--- config.mk ---
export PLATFORM = sky130hd
export DESIGN_NAME = alu_pin_driver
export DESIGN_NICKNAME = d
export VERILOG_FILES = /design/src/rtl/alu_pin_driver.sv
export SDC_FILE = /design/constraint.sdc
export NUM_CORES = 1
export LEC_CHECK = 0
export ABC_AREA = 1
export ABC_CLOCK_PERIOD_IN_PS = 1900
export BUFFER_PORTS_ARGS = -buffer_cell sky130_fd_sc_hd__buf_2
export CORE_MARGIN = 2
export CORE_UTILIZATION = 30
export DETAILED_ROUTE_END_ITERATION = 16
export GPL_TIMING_DRIVEN = 0
export PLACE_DENSITY = 0.65
export RECOVER_POWER = 25
export SYNTH_ARGS = -nofsm -noshare
export SYNTH_HDL_FRONTEND = slang
export SYNTH_SLANG_ARGS = --single-unit
--- constraint.sdc ---
create_clock -name clk -period 1.9 [get_ports clk]
set_input_delay 0.095 -clock clk [delete_from_list [all_inputs] [get_ports clk]]
set_output_delay 0.095 -clock clk [all_outputs]
set_load 0.05 [all_outputs]
--- src/rtl/alu_pin_driver.sv ---
// alu_pin_driver
//   Drives a small 4-bit ALU's pins with one request at a time. The request
//   operands are held on the pins for SETTLE_CYCLES+1 cycles with ena high.
//   The result bus is then captured and offered on a valid/ready response port.
//
// Parameters
//   SETTLE_CYCLES  cycles the pins are held before the result is sampled (1..15)
//
// Optional feature
//   ALU_DRV_CHECK_EN  when defined, the captured result is compared against an
//                     internal model of ops 0..3 and rsp_err flags a mismatch.
//                     When undefined, no model logic is built and rsp_err is 0.
//
// Ports
//   clk, rst_n          clock, asynchronous active-low reset
//   req_valid/ready     request handshake, operands req_a, req_b, opcode req_op
//   drv_ui, drv_uio     ALU ui_in = {B, A}, uio_in = {5'b0, op}
//   drv_ena             ALU ena, high only while settling
//   dut_uo              ALU uo_out result bus
//   rsp_valid/ready     response handshake, rsp_data captured result, rsp_err flag
//   txn_count           completed transactions, wraps 255 -> 0
//
// States
//   IDLE   | ready for a request, pins hold last value
//   SETTLE | pins driven with ena high, counter running down
//   RESP   | result captured, waiting for rsp_ready

module alu_pin_driver #(
  parameter int unsigned SETTLE_CYCLES = 2
) (
  input  logic       clk,
  input  logic       rst_n,
  input  logic       req_valid,
  output logic       req_ready,
  input  logic [3:0] req_a,
  input  logic [3:0] req_b,
  input  logic [2:0] req_op,
  output logic [7:0] drv_ui,
  output logic [7:0] drv_uio,
  output logic       drv_ena,
  input  logic [7:0] dut_uo,
  output logic       rsp_valid,
  input  logic       rsp_ready,
  output logic [7:0] rsp_data,
  output logic       rsp_err,
  output logic [7:0] txn_count
);

  typedef enum logic [1:0] {
    IDLE   = 2'd0,
    SETTLE = 2'd1,
    RESP   = 2'd2
  } state_t;

  localparam logic [3:0] SETTLE_LOAD = 4'(SETTLE_CYCLES);

  state_t     state;
  logic [3:0] settle_cnt;
  logic       capture;

  // Result is sampled on the edge where the settle counter has reached zero.
  assign capture = (state == SETTLE) && (settle_cnt == 4'd0);

  always_ff @(posedge clk or negedge rst_n) begin
    if (!rst_n) begin
      state      <= IDLE;
      settle_cnt <= 4'd0;
      req_ready  <= 1'b1;
      drv_ui     <= 8'h00;
      drv_uio    <= 8'h00;
      drv_ena    <= 1'b0;
      rsp_valid  <= 1'b0;
      rsp_data   <= 8'h00;
      txn_count  <= 8'h00;
    end else begin
      case (state)
        IDLE: begin
          if (req_valid) begin
            drv_ui     <= {req_b, req_a};
            drv_uio    <= {5'b00000, req_op};
            settle_cnt <= SETTLE_LOAD;
            drv_ena    <= 1'b1;
            req_ready  <= 1'b0;
            state      <= SETTLE;
          end
        end
        SETTLE: begin
          if (settle_cnt == 4'd0) begin
            rsp_data  <= dut_uo;
            rsp_valid <= 1'b1;
            drv_ena   <= 1'b0;
            state     <= RESP;
          end else begin
            settle_cnt <= settle_cnt - 4'd1;
          end
        end
        RESP: begin
          if (rsp_ready) begin
            rsp_valid <= 1'b0;
            req_ready <= 1'b1;
            txn_count <= txn_count + 8'd1;
            state     <= IDLE;
          end
        end
        default: begin
          state     <= IDLE;
          req_ready <= 1'b1;
          drv_ena   <= 1'b0;
          rsp_valid <= 1'b0;
        end
      endcase
    end
  end

`ifdef ALU_DRV_CHECK_EN
  logic [3:0] op_a;
  logic [3:0] op_b;
  logic [7:0] model_res;
  logic       mismatch;

  assign op_a = drv_ui[3:0];
  assign op_b = drv_ui[7:4];

  always_comb begin
    model_res = 8'h00;
    case (drv_uio[1:0])
      2'd0: model_res = {3'b000, ({1'b0, op_a} + {1'b0, op_b})};
      2'd1: model_res = {4'h0, op_a} - {4'h0, op_b};
      2'd2: model_res = {4'h0, op_a & op_b};
      2'd3: model_res = {4'h0, op_a | op_b};
      default: model_res = 8'h00;
    endcase
  end

  // Opcodes 4..7 are not modelled and never flag.
  assign mismatch = ~drv_uio[2] && (dut_uo != model_res);

  always_ff @(posedge clk or negedge rst_n) begin
    if (!rst_n) begin
      rsp_err <= 1'b0;
    end else if (capture) begin
      rsp_err <= mismatch;
    end else if ((state == RESP) && rsp_ready) begin
      rsp_err <= 1'b0;
    end
  end
`else
  logic unused_capture;
  assign unused_capture = capture;
  assign rsp_err        = 1'b0;
`endif

endmodule

Word level (Yosys, flattened, before mapping)
Index checks and enable logic that the tools add are counted.
{"block": "totals", "mem_bits_ro": 0, "output_inout_bits": 36, "register_bits": 36, "mem_bits_rw": 0, "inputBits": 23, "word_cells": 47, "latch_bits": 0, "memories": 0}
{"block": "classes", "muxes": 16, "n_shift": 0, "div": 0, "n_addsub": 2, "n_mul": 0, "order_cmp": 0, "reduce_logical": 11, "n_eq_ne": 6, "bitwise": 3}
{"cell": "$reduce_and 3->1", "count": 5}
{"cell": "$pmux 1 s3", "count": 3}
{"cell": "$add 8x1->8 const B", "count": 1}
{"cell": "$mux 4", "count": 2}
{"cell": "$pmux 4 s2", "count": 1}
{"cell": "$mux 1", "count": 6}
{"cell": "$mux 2", "count": 3}
{"cell": "$ne 2x2->1 const B", "count": 3}
{"cell": "$pmux 2 s3", "count": 1}
{"cell": "$reduce_and 2->1", "count": 3}
{"cell": "$logic_not 4->1", "count": 1}
{"cell": "$sub 4x1->4 const B", "count": 1}
{"cell": "$not 1->1", "count": 3}
{"cell": "$eq 2x1->1 const B", "count": 1}
{"cell": "$eq 2x2->1 const B", "count": 1}
{"cell": "$logic_not 2->1", "count": 1}
{"cell": "$ne 2x1->1 const B", "count": 1}
{"cell": "$reduce_bool 2->1", "count": 1}

Longest topological paths before layout
Gate-level depths: netlist of run 1.
{"block": "logic_depth", "word_depth": 3, "depth_mapped": 7, "depth_no_buf": 7}

Least setup slack after synthesis of run 1
No wires, ideal clock.
{"block": "synth_path", "path_kind": "reg2reg", "startpoint": "register txn_count[0]", "endpoint": "register txn_count[6]", "setup_ns": 0.123, "setup_slack_ns": 0.432, "arrival_ns": 1.345, "path_buffers": 0, "synth_period_minus_slack_ns": 1.468, "required_time_ns": 1.777, "stages_incl_launch_ff": 6, "cell_sequence": "dfrtp_1 -> ha_1 -> nand3_1 -> nor2_4 -> nand2_1 -> xor2_1"}
{"block": "synth_via", "elab_chain_cells": 1}
{"item": "from (decl)", "line": "46", "source": "output logic [7:0] txn_count"}
{"item": "from (signal assigned)", "line": "101", "source": "txn_count <= txn_count + 8'd1;"}
{"item": "$add 8x1->8", "line": "101"}
Every way passes these cells.
A chain may end at the register's enable or synchronous reset.

Worst setup path in the final report of run 1
{"block": "layout_path", "startpoint": "register settle_cnt[0]", "endpoint": "register settle_cnt[2]"}
{"block": "layout_via", "elab_chain_cells": 3, "word_cells_on_any_way": 6, "cone_classes": "add/sub (1); eq/ne (1); mux (2); reduce/logical (2)"}
{"item": "from (decl)", "line": "58", "source": "logic [3:0] settle_cnt;"}
{"item": "from (signal assigned)", "line": "94", "source": "settle_cnt <= settle_cnt - 4'd1;"}
{"item": "$sub 4x1->4 / $logic_not 4->1 (equally long branches)", "line": "94, 88"}
{"item": "$mux 4 / $ne 2x2->1 (equally long branches)"}
{"item": "$pmux 4 s2 / $reduce_and 3->1 (equally long branches)"}
Parallel ways exist; a longest one is shown, timed or not. The select of a mux whose other input is x is not followed.

==> flow_summary.ini, run 1 <==
[run_status]
status = complete, no violations

[worst_setup_path]
critPathMaxFanout = 8
cp-end-kind = flop
cp-start-kind = flop
reg2reg_slack_ns = 0.51
crit_arrival_ns = 1.56
path_buf_inv = 1
critical-path-top-delay-family = simple AND/OR/NAND/NOR gates
critPathMaxStageDelay_ns = 0.41
worstPathRequired_ns = 2.08
cpMaxStageDelayCell = dfrtp_1
critPathKind = flop to flop
path_cells = inv_1 > ha_1 > nand2_1 > nand2_2 > nand2_2 > nand2_1 > o21ai_1

[pwr]
power.density_nw_per_um2 = 1900
peakVddDrop_uv = 970
power.total_mw = 4.03
p_leak_nw = 1.12

[layout]
antennaDiodeCount = 0
layout.nets = 272
drive_gt1_frac = 0.266
n_fill_cell = 568
syn_to_final_growth_pct = 26.9
final_area_um2 = 2120

[yosys]
synthAdderAreaFrac = 0.0149
synth-simple-area-share = 0.263
synthesis.area_um2 = 1670
synth-warning-count = 0
synth_cells = 182
synth.yosys.seq_area_share = 0.539
synthMuxAreaShare = 0
syn_avg_cell_area_um2 = 9.20
ys_ff_latch = 36
synth-compound-area-share = 0.0673
synth_cell_types = 27
synthTopCellsByArea = dfrtp_1 52%, nand2_1 11%, nand3_1 6.0%, inv_1 4.5%, o21ai_2 4.2%
synth_top_family_by_area = simple AND/OR/NAND/NOR gates
synth_top_cell_by_area = dfrtp_1
synth_top_area_share = 0.523
yosys.area_share.xor_xnor = 0.0209

[timing]
finalCritPeriodShare = 0.729
worst-slew-pin-transition_ns = 0.885
hold_viol = 0
fmax_mhz = 722
maxSlewHeadroom = 0.410
finalSetupTns_ns = 0
rsz0062_at_grt = no
period_needed_ns = 1.39
skew_ns = 0.00680
slew_violations = 0
setup_violations = 0

[floorplanning]
start_util = 0.308
ios = 59
rows = 27
fp.dieArea_um2 = 6190
core_um2 = 5440
die_h_um = 78.7
dieWidth_um = 78.7

[cts]
clock_sink_count = 36
cts_resized = 0
cts.htree.levels = 2
ctsLongestPathBuffers = 2
cts_made_buffers = 5
cts_setup_buffers = 0
holdBufCountCts = 1
cts_tree = done
cts-root-buf = clkbuf_8
clk_pin_slew_ns = 0.07
insertion_delay_ns = 0.29

[global_routing]
antenna_found_initial = 0
grt_pass1_wl_um = 5510
grt.total_usage = 0.116
grt_pass1_vias = 1215
grt_overflow = 0
grt_max_degree = 37

[place]
dp.final_hpwl_um = 2410
place_area_um2 = 2040
place_congestion = 0.823
io_buffer_count = 52

[routing]
drt_wl_total_um = 3270
drtPass1Iterations = 4
ant_nets = 0
drt-initial-drc-count = 51
wl_per_cell_um = 10.2
vias_per_cell = 4.26
drc = 0
num_vias = 1363

[min_path]
hold_path_class = input port to flop

[flow_run]
cap_violations = 0
## report_power, final
group / internal, mW / leakage [nW] / switching (mW) / total [mW]
clock network: 0.388 / 0.0541 / 0.276 / 0.664
registers: 1.08 / 0.449 / 0.207 / 1.29
logic: 0.481 / 0.616 / 1.59 / 2.08
## registers in the layout, indices dropped and copies added (netlist names)
signal	count
req_ready	1
rsp_valid	1
state	2
settle_cnt	4
drv_uio	3
drv_ena	1
txn_count	8
rsp_data	8
drv_ui	8
## worst register-to-register path, stage by stage (launching register included)
cell	delay, ns
dfrtp_1	0.41
inv_1	0.09
ha_1	0.26
nand2_1	0.13
nand2_2	0.16
nand2_2	0.09
nand2_1	0.08
o21ai_1	0.06
## cell families (layout without fill, tap and decap cells)
group,after synthesis,after routing
flip-flops,36,36
buffers and inverters,31,92
other,1,6
AND/OR/NAND/NOR,92,92
AO/OA/AOI/OAI,16,16
adder cells (fa/ha/maj),2,2
XOR/XNOR,4,4
## worst paths after layout
check                                                from  depth (start not counted)                   endpoint
worst min-delay path                            req_op[1]                          3     drv_uio[1]$_DFFE_PN0P_
worst min register to register      req_ready$_DFFE_PN1P_                          2      req_ready$_DFFE_PN1P_
min in group asynchronous                           rst_n                          2   txn_count[1]$_DFFE_PN0P_
max in group asynchronous                           rst_n                          2    rsp_data[4]$_DFFE_PN0P_
worst max register to register  settle_cnt[0]$_DFFE_PN0P_                          7  settle_cnt[2]$_DFFE_PN0P_
worst max-delay path            settle_cnt[0]$_DFFE_PN0P_                          7  settle_cnt[2]$_DFFE_PN0P_
## per-stage QoR
step                      setup WS, ns  cells  hold slack (ns)   util
after floorplan                  0.432    187           -0.201      -
after global placement           0.568    311            0.254  0.376
after detailed placement         0.523    311            0.250  0.376
after CTS                        0.527    320           0.0184  0.398
after global routing             0.372    320           0.0248  0.391
final                            0.515    320           0.0320  0.391
## cells in the mapped netlist, drive strengths merged
master and n:
a21oi 3, buf 9, nand2 53, nor3 1, dfstp 1, o21ai 12
dfrtp 35, nor2 13, o211ai 1, clkbuf 1, ha 2, conb 1
nand4 2, nand3 22, xnor2 2, nand3b 1, xor2 2, inv 21
## cell type report
type,instances,area [µm²],area share
Sequential cell,36,902,0.425
Inverter,21,78.8,0.0371
Buffer,10,76.3,0.0359
Clock inverter,3,42.5,0.0200
Multi-Input combinational cell,120,623,0.293
Timing Repair Buffer,53,243,0.114
Tap cell,72,90.1,0.0424
Clock buffer,5,68.8,0.0324
## cell usage in the layout (no fill, tap or decap), drive strengths merged, types with 2 or more instances in the layout
cell type | Yosys | layout
nand2 | 53 | 53
buf | 9 | 38
dfrtp | 35 | 35
clkbuf | 1 | 29
nand3 | 22 | 22
inv | 21 | 21
nor2 | 13 | 13
o21ai | 12 | 12
conb | 1 | 6
a21oi | 3 | 3
xor2 | 2 | 2
nand4 | 2 | 2
xnor2 | 2 | 2
ha | 2 | 2
## metal layers
layer,wire length [µm],global-route usage,vias up
met5,0,0,-
met4,48,0.0474,0
met3,175,0.0409,6
met2,1610,0.191,35
met1,1430,0.138,630
li1,-,-,692
Note: power is estimated with default switching activity, not from simulation.
==> run 2, diff against run 1 <==
Settings changed: ABC_CLOCK_PERIOD_IN_PS 1900 to 1420.
Clock period 1.9 ns to 1.42 ns, I/O delays scaled along.
==> run 2 against run 1 <==
Net effect: power grew 30%; first-iteration DRC count shrank 35%; sequential power grew 35%; die area is the same; non-clock buffer count is the same; global-route usage grew 0.17 points; clock skew is essentially flat.
==> flow_summary.ini, run 2 (synthesized netlist as in run 1, its figures left out) <==
[timing]
maxSlewHeadroom = 0.401
finalSetupTns_ns = 0
setup_violations = 0
rsz0062_at_grt = no
skew_ns = 0.00647
finalCritPeriodShare = 0.922
slew_violations = 0
worst-slew-pin-transition_ns = 0.899
hold_viol = 0
fmax_mhz = 764
period_needed_ns = 1.31

[layout]
layout.nets = 272
syn_to_final_growth_pct = 26.2
antennaDiodeCount = 0
mostFrequentLayoutCell = nand2_1
top_regs = drv_ui: 8 flops, rsp_data: 8 flops, txn_count: 8 flops
drive_gt1_frac = 0.274
layout_common_cells = 50 x nand2_1, 33 x dfrtp_1, 30 x buf_2
final_area_um2 = 2110

[routing]
wl_per_cell_um = 10.5
drtPass1Iterations = 5
drc = 0
drt-initial-drc-count = 33
drt_wl_total_um = 3360
ant_nets = 0
vias_per_cell = 4.26
num_vias = 1363

[worst_setup_path]
worstSetupStartpoint = settle_cnt[0]$_DFFE_PN0P_
cp-end-kind = flop
path_cells = inv_1 > ha_2 > nand2_1 > nand2_2 > nand3_1 > nand2_1 > nand2_1
critPathMaxStageDelay_ns = 0.40
worstPathRequired_ns = 1.60
critPathKind = flop to flop
critPathMaxFanout = 8
cp-start-kind = flop
critical-path-top-delay-family = simple AND/OR/NAND/NOR gates
crit_arrival_ns = 1.49
cp-endpoint = rsp_valid$_DFFE_PN0P_
rr_worst_depth = 7
path_buf_inv = 1
reg2reg_slack_ns = 0.11
cp.depth = 7
r2r-end = rsp_valid$_DFFE_PN0P_
r2r-start = settle_cnt[0]$_DFFE_PN0P_
cpMaxStageDelayCell = dfrtp_1
crit_top_cell = nand2_1

[cts]
insertion_delay_ns = 0.29
clock_sink_count = 36
ctsLongestPathBuffers = 2
cts_made_buffers = 5
clk_pin_slew_ns = 0.07
cts_setup_buffers = 0
cts_tree = done
cts-root-buf = clkbuf_8
cts.htree.levels = 2

[min_path]
hold_path_class = input port to flop

[global_routing]
grt_max_degree = 37
grt.total_usage = 0.118
grt_pass1_wl_um = 5640
grt_pass1_vias = 1225
grt_overflow = 0
antenna_found_initial = 0

[floorplanning]
core_um2 = 5440
rows = 27
fp.dieArea_um2 = 6190
ios = 59
start_util = 0.308
dieWidth_um = 78.7
die_h_um = 78.7

[place]
place_area_um2 = 2050
place_congestion = 0.771
dp.final_hpwl_um = 2440
io_buffer_count = 52

[run_status]
status = complete, no violations

[pwr]
power.density_nw_per_um2 = 2480
peakVddDrop_uv = 1130
p_leak_nw = 1.10

[flow_run]
cap_violations = 0
## run 2: cell type report
class / instances / area, µm²
plain buffers: 10 / 76.3
clock buffers: 7 / 76.3
clock inverters: 1 / 5.00
fillers: 596 / 3330
inverters: 21 / 78.8
multi-input cells: 120 / 638
flip-flops and latches: 36 / 905
well taps: 72 / 90.1
repair buffers: 53 / 243
## run 2: repair_timing
action,4_1_cts,5_1_grt
gates resized for setup,0,1
endpoints found under the setup margin,0,3
endpoints found under the hold margin,35,0
hold buffers,1,0
## run 2: how the worst min path moves through the flow
| stage | startpoint | to | slack, ns | cells after the start |
|---|---|---|---|---|
| 2_1_floorplan | rst_n | drv_ena$_DFFE_PN0P_ | -0.22 | 0 |
| 3_3_place_gp | rst_n | txn_count[3]$_DFFE_PN0P_ | 0.23 | 1 |
| 3_5_place_dp | rst_n | drv_ui[7]$_DFFE_PN0P_ | 0.22 | 1 |
| 4_1_cts | req_a[3] | drv_ui[3]$_DFFE_PN0P_ | 0.007 | 3 |
| 5_1_grt | dut_uo[7] | rsp_data[7]$_DFFE_PN0P_ | 0.005 | 3 |
| 6_report | req_op[1] | drv_uio[1]$_DFFE_PN0P_ | 0.01 | 3 |
## run 2: stage by stage
stage | hold slack, ns | instances | utilization | worst slack, ns | power (mW)
after detailed placement | 0.224 | 311 | 0.376 | 0.0813 | 4.65
final | 0.0140 | 320 | 0.388 | 0.110 | 5.23
after CTS | 0.00682 | 320 | 0.393 | 0.0641 | 5.37
after floorplan | -0.225 | 187 | - | 0.0724 | 3.99
after global placement | 0.225 | 311 | 0.376 | 0.106 | 4.60
after global routing | 0.00465 | 320 | 0.388 | 0.0223 | 5.61
## run 2: worst reg2reg max path, delay by kind of cell, from the launching register on
family	cells	cell delay (ns)
flip-flops	1	0.40
buffers and inverters	1	0.08
adder cells (fa/ha/maj)	1	0.23
AND/OR/NAND/NOR	5	0.48
## run 2: metal layers
layer	vias to the layer above	wire (µm)	track usage
met3	7	191	0.0364
met5	-	0	0
li1	695	-	-
met2	35	1590	0.191
met1	626	1510	0.146
met4	0	62	0.0474
## run 2: where the power goes
group          total, mW  internal, mW  switching, mW
registers           1.74          1.46          0.281
logic               2.80         0.655           2.15
clock network      0.691         0.344          0.347
==> run 3, diff against run 2 <==
Settings changed: ABC_CLOCK_PERIOD_IN_PS 1420 to 1400, PLACE_DENSITY 0.65 to 0.54.
Clock period 1.42 ns to 1.4 ns, I/O delays scaled along.
==> run 3 against run 2 <==
Net effect: cell count increased by 2.8%; clock power grew 35%; die area unchanged; maximum frequency rose by 2.1%; worst hold slack got worse by 0.0033 ns; via count increased by 0.73%; worst setup slack gained 0.0064 ns; largest power group unchanged.
==> flow_summary.ini, run 3 (synthesized netlist as in run 1, its figures left out) <==
[worst_setup_path]
cp-start-kind = flop
crit_top_cell = nand2_1
cp-end-kind = flop
critPathMaxStageDelay_ns = 0.41
worstPathRequired_ns = 1.58
critPathKind = flop to flop
cpMaxStageDelayCell = dfrtp_1
path_cells = inv_1 > ha_2 > nand2_1 > nand2_4 > nand2_2 > nand2_1 > o21ai_1
crit_arrival_ns = 1.47
critPathMaxFanout = 8

[cts]
cts_tree = done
cts.htree.levels = 2
ctsLongestPathBuffers = 2
insertion_delay_ns = 0.29
cts-root-buf = clkbuf_8
cts_made_buffers = 5
clk_pin_slew_ns = 0.08
clock_sink_count = 36
cts_setup_buffers = 0

[global_routing]
grt.total_usage = 0.124
grt_pass1_wl_um = 5930
grt_pass1_vias = 1277
grt_overflow = 0
antenna_found_initial = 0
grt_max_degree = 37

[routing]
route.met2.wl_um = 1630
ant_nets = 0
drt_wl_total_um = 3520
drc = 0
drtPass1Iterations = 4
wl_per_cell_um = 10.7
met1_length_um = 1640
drt-initial-drc-count = 22
dr.max_layer_used = met4
wl_met3_um = 189
vias_per_cell = 4.17
num_vias = 1373

[timing]
finalCritPeriodShare = 0.917
period_needed_ns = 1.28
fmax_mhz = 779
hold_viol = 0
worst-slew-pin-transition_ns = 0.902
rsz0062_at_grt = no
setup_violations = 0
slew_violations = 0
skew_ns = 0.00426
holdWs_ns = 0.0107
finalSetupTns_ns = 0
maxSlewHeadroom = 0.398
setup_slack_ns = 0.117

[layout]
drive_gt1_frac = 0.268
antennaDiodeCount = 0
top_regs = drv_ui: 8 flops, rsp_data: 8 flops, txn_count: 8 flops
mostFrequentLayoutCell = nand2_1
syn_to_final_growth_pct = 33.9
layout.nets = 281
layout_common_cells = 50 x nand2_1, 33 x dfrtp_1, 29 x buf_2

[place]
place_congestion = 0.718
io_buffer_count = 52
dp.final_hpwl_um = 2380
post-place-ws_ns = 0.0730

[pwr]
power.density_nw_per_um2 = 2490
power_frac_comb = 0.516
seq_power_share = 0.318
p_leak_nw = 1.15
intPower_mw = 2.70
power.clock.fraction = 0.167
power.switching_mw = 2.88
peakVddDrop_uv = 1060
swShare = 0.517

[floorplanning]
rows = 27
core_um2 = 5440
die_h_um = 78.7
fp.dieArea_um2 = 6190
start_util = 0.308
ios = 59
dieWidth_um = 78.7

[flow_run]
cap_violations = 0

[run_status]
status = complete, no violations

[min_path]
hold_path_class = input port to flop
-- run 3: cell count changes in the layout (fill, tap and decap cells not counted), sizes merged --
cell         before  now
clkbuf           31   30
buf              38   37
dlygate4sd3       1   10
clkinvlp          0    1
bufinv            0    1
-- run 3: cell type report --
type / instances / area (µm²)
Clock inverter: 3 / 42.5
Inverter: 21 / 78.8
Tap cell: 72 / 90.1
Sequential cell: 36 / 905
Clock buffer: 5 / 68.8
Timing Repair Buffer: 62 / 332
Multi-Input combinational cell: 120 / 648
Fill cell: 584 / 3200
Buffer: 10 / 76.3
-- run 3: repair_timing --
action,CTS,global route
hold endpoints to repair,44,0
gates resized for setup,0,3
hold buffers,10,0
endpoints found under the setup margin,0,4
-- run 3: power by group through the flow --
stage               Clock (mW)  Combinational [mW]  Sequential (mW)
floorplan                    0                1.11             2.94
global placement             0                2.92             1.77
detailed placement           0                2.93             1.78
CTS                      0.954                2.96             1.76
global route              1.01                3.14             1.84
finish                   0.930                2.88             1.77
-- run 3: layer usage --
| metal | global-route usage | vias up |
|---|---|---|
| met5 | 0 | - |
| met4 | 0.0474 | 0 |
| met3 | 0.0443 | 6 |
| met2 | 0.195 | 35 |
| met1 | 0.157 | 620 |
| li1 | - | 712 |
-- run 3: worst max-delay path, delay by kind of cell, from the launching register on --
kind	cells	cell delay, ns
buffers and inverters	1	0.09
AOI/OAI and AO/OA	1	0.06
DFF	1	0.41
adders and majority gates	1	0.22
and+or+nand+nor	4	0.39
-- run 3: path summary, 6_finish.rpt --
path | startpoint | end | slack [ns] | depth (start not counted)
worst min register to register | drv_ui[5]$_DFFE_PN0P_ | drv_ui[5]$_DFFE_PN0P_ | 0.48 | 2
worst min-delay path | dut_uo[1] | rsp_data[1]$_DFFE_PN0P_ | 0.01 | 3
min in group asynchronous | rst_n | drv_uio[1]$_DFFE_PN0P_ | 0.44 | 2
worst max register to register | settle_cnt[0]$_DFFE_PN0P_ | settle_cnt[2]$_DFFE_PN0P_ | 0.12 | 7
worst max-delay path | settle_cnt[0]$_DFFE_PN0P_ | settle_cnt[2]$_DFFE_PN0P_ | 0.12 | 7
max in group asynchronous | rst_n | txn_count[1]$_DFFE_PN0P_ | 0.34 | 2
-- run 3: metrics by stage --
| stage | cells | util | instance area (µm²) | total power [mW] |
|---|---|---|---|---|
| global route | 329 | 0.412 | 2240 | 5.99 |
| finish | 329 | 0.412 | 2240 | 5.58 |
| floorplan | 187 | - | 1700 | 4.05 |
| global placement | 311 | 0.376 | 2050 | 4.68 |
| CTS | 329 | 0.415 | 2260 | 5.68 |
| detailed placement | 311 | 0.376 | 2050 | 4.71 |
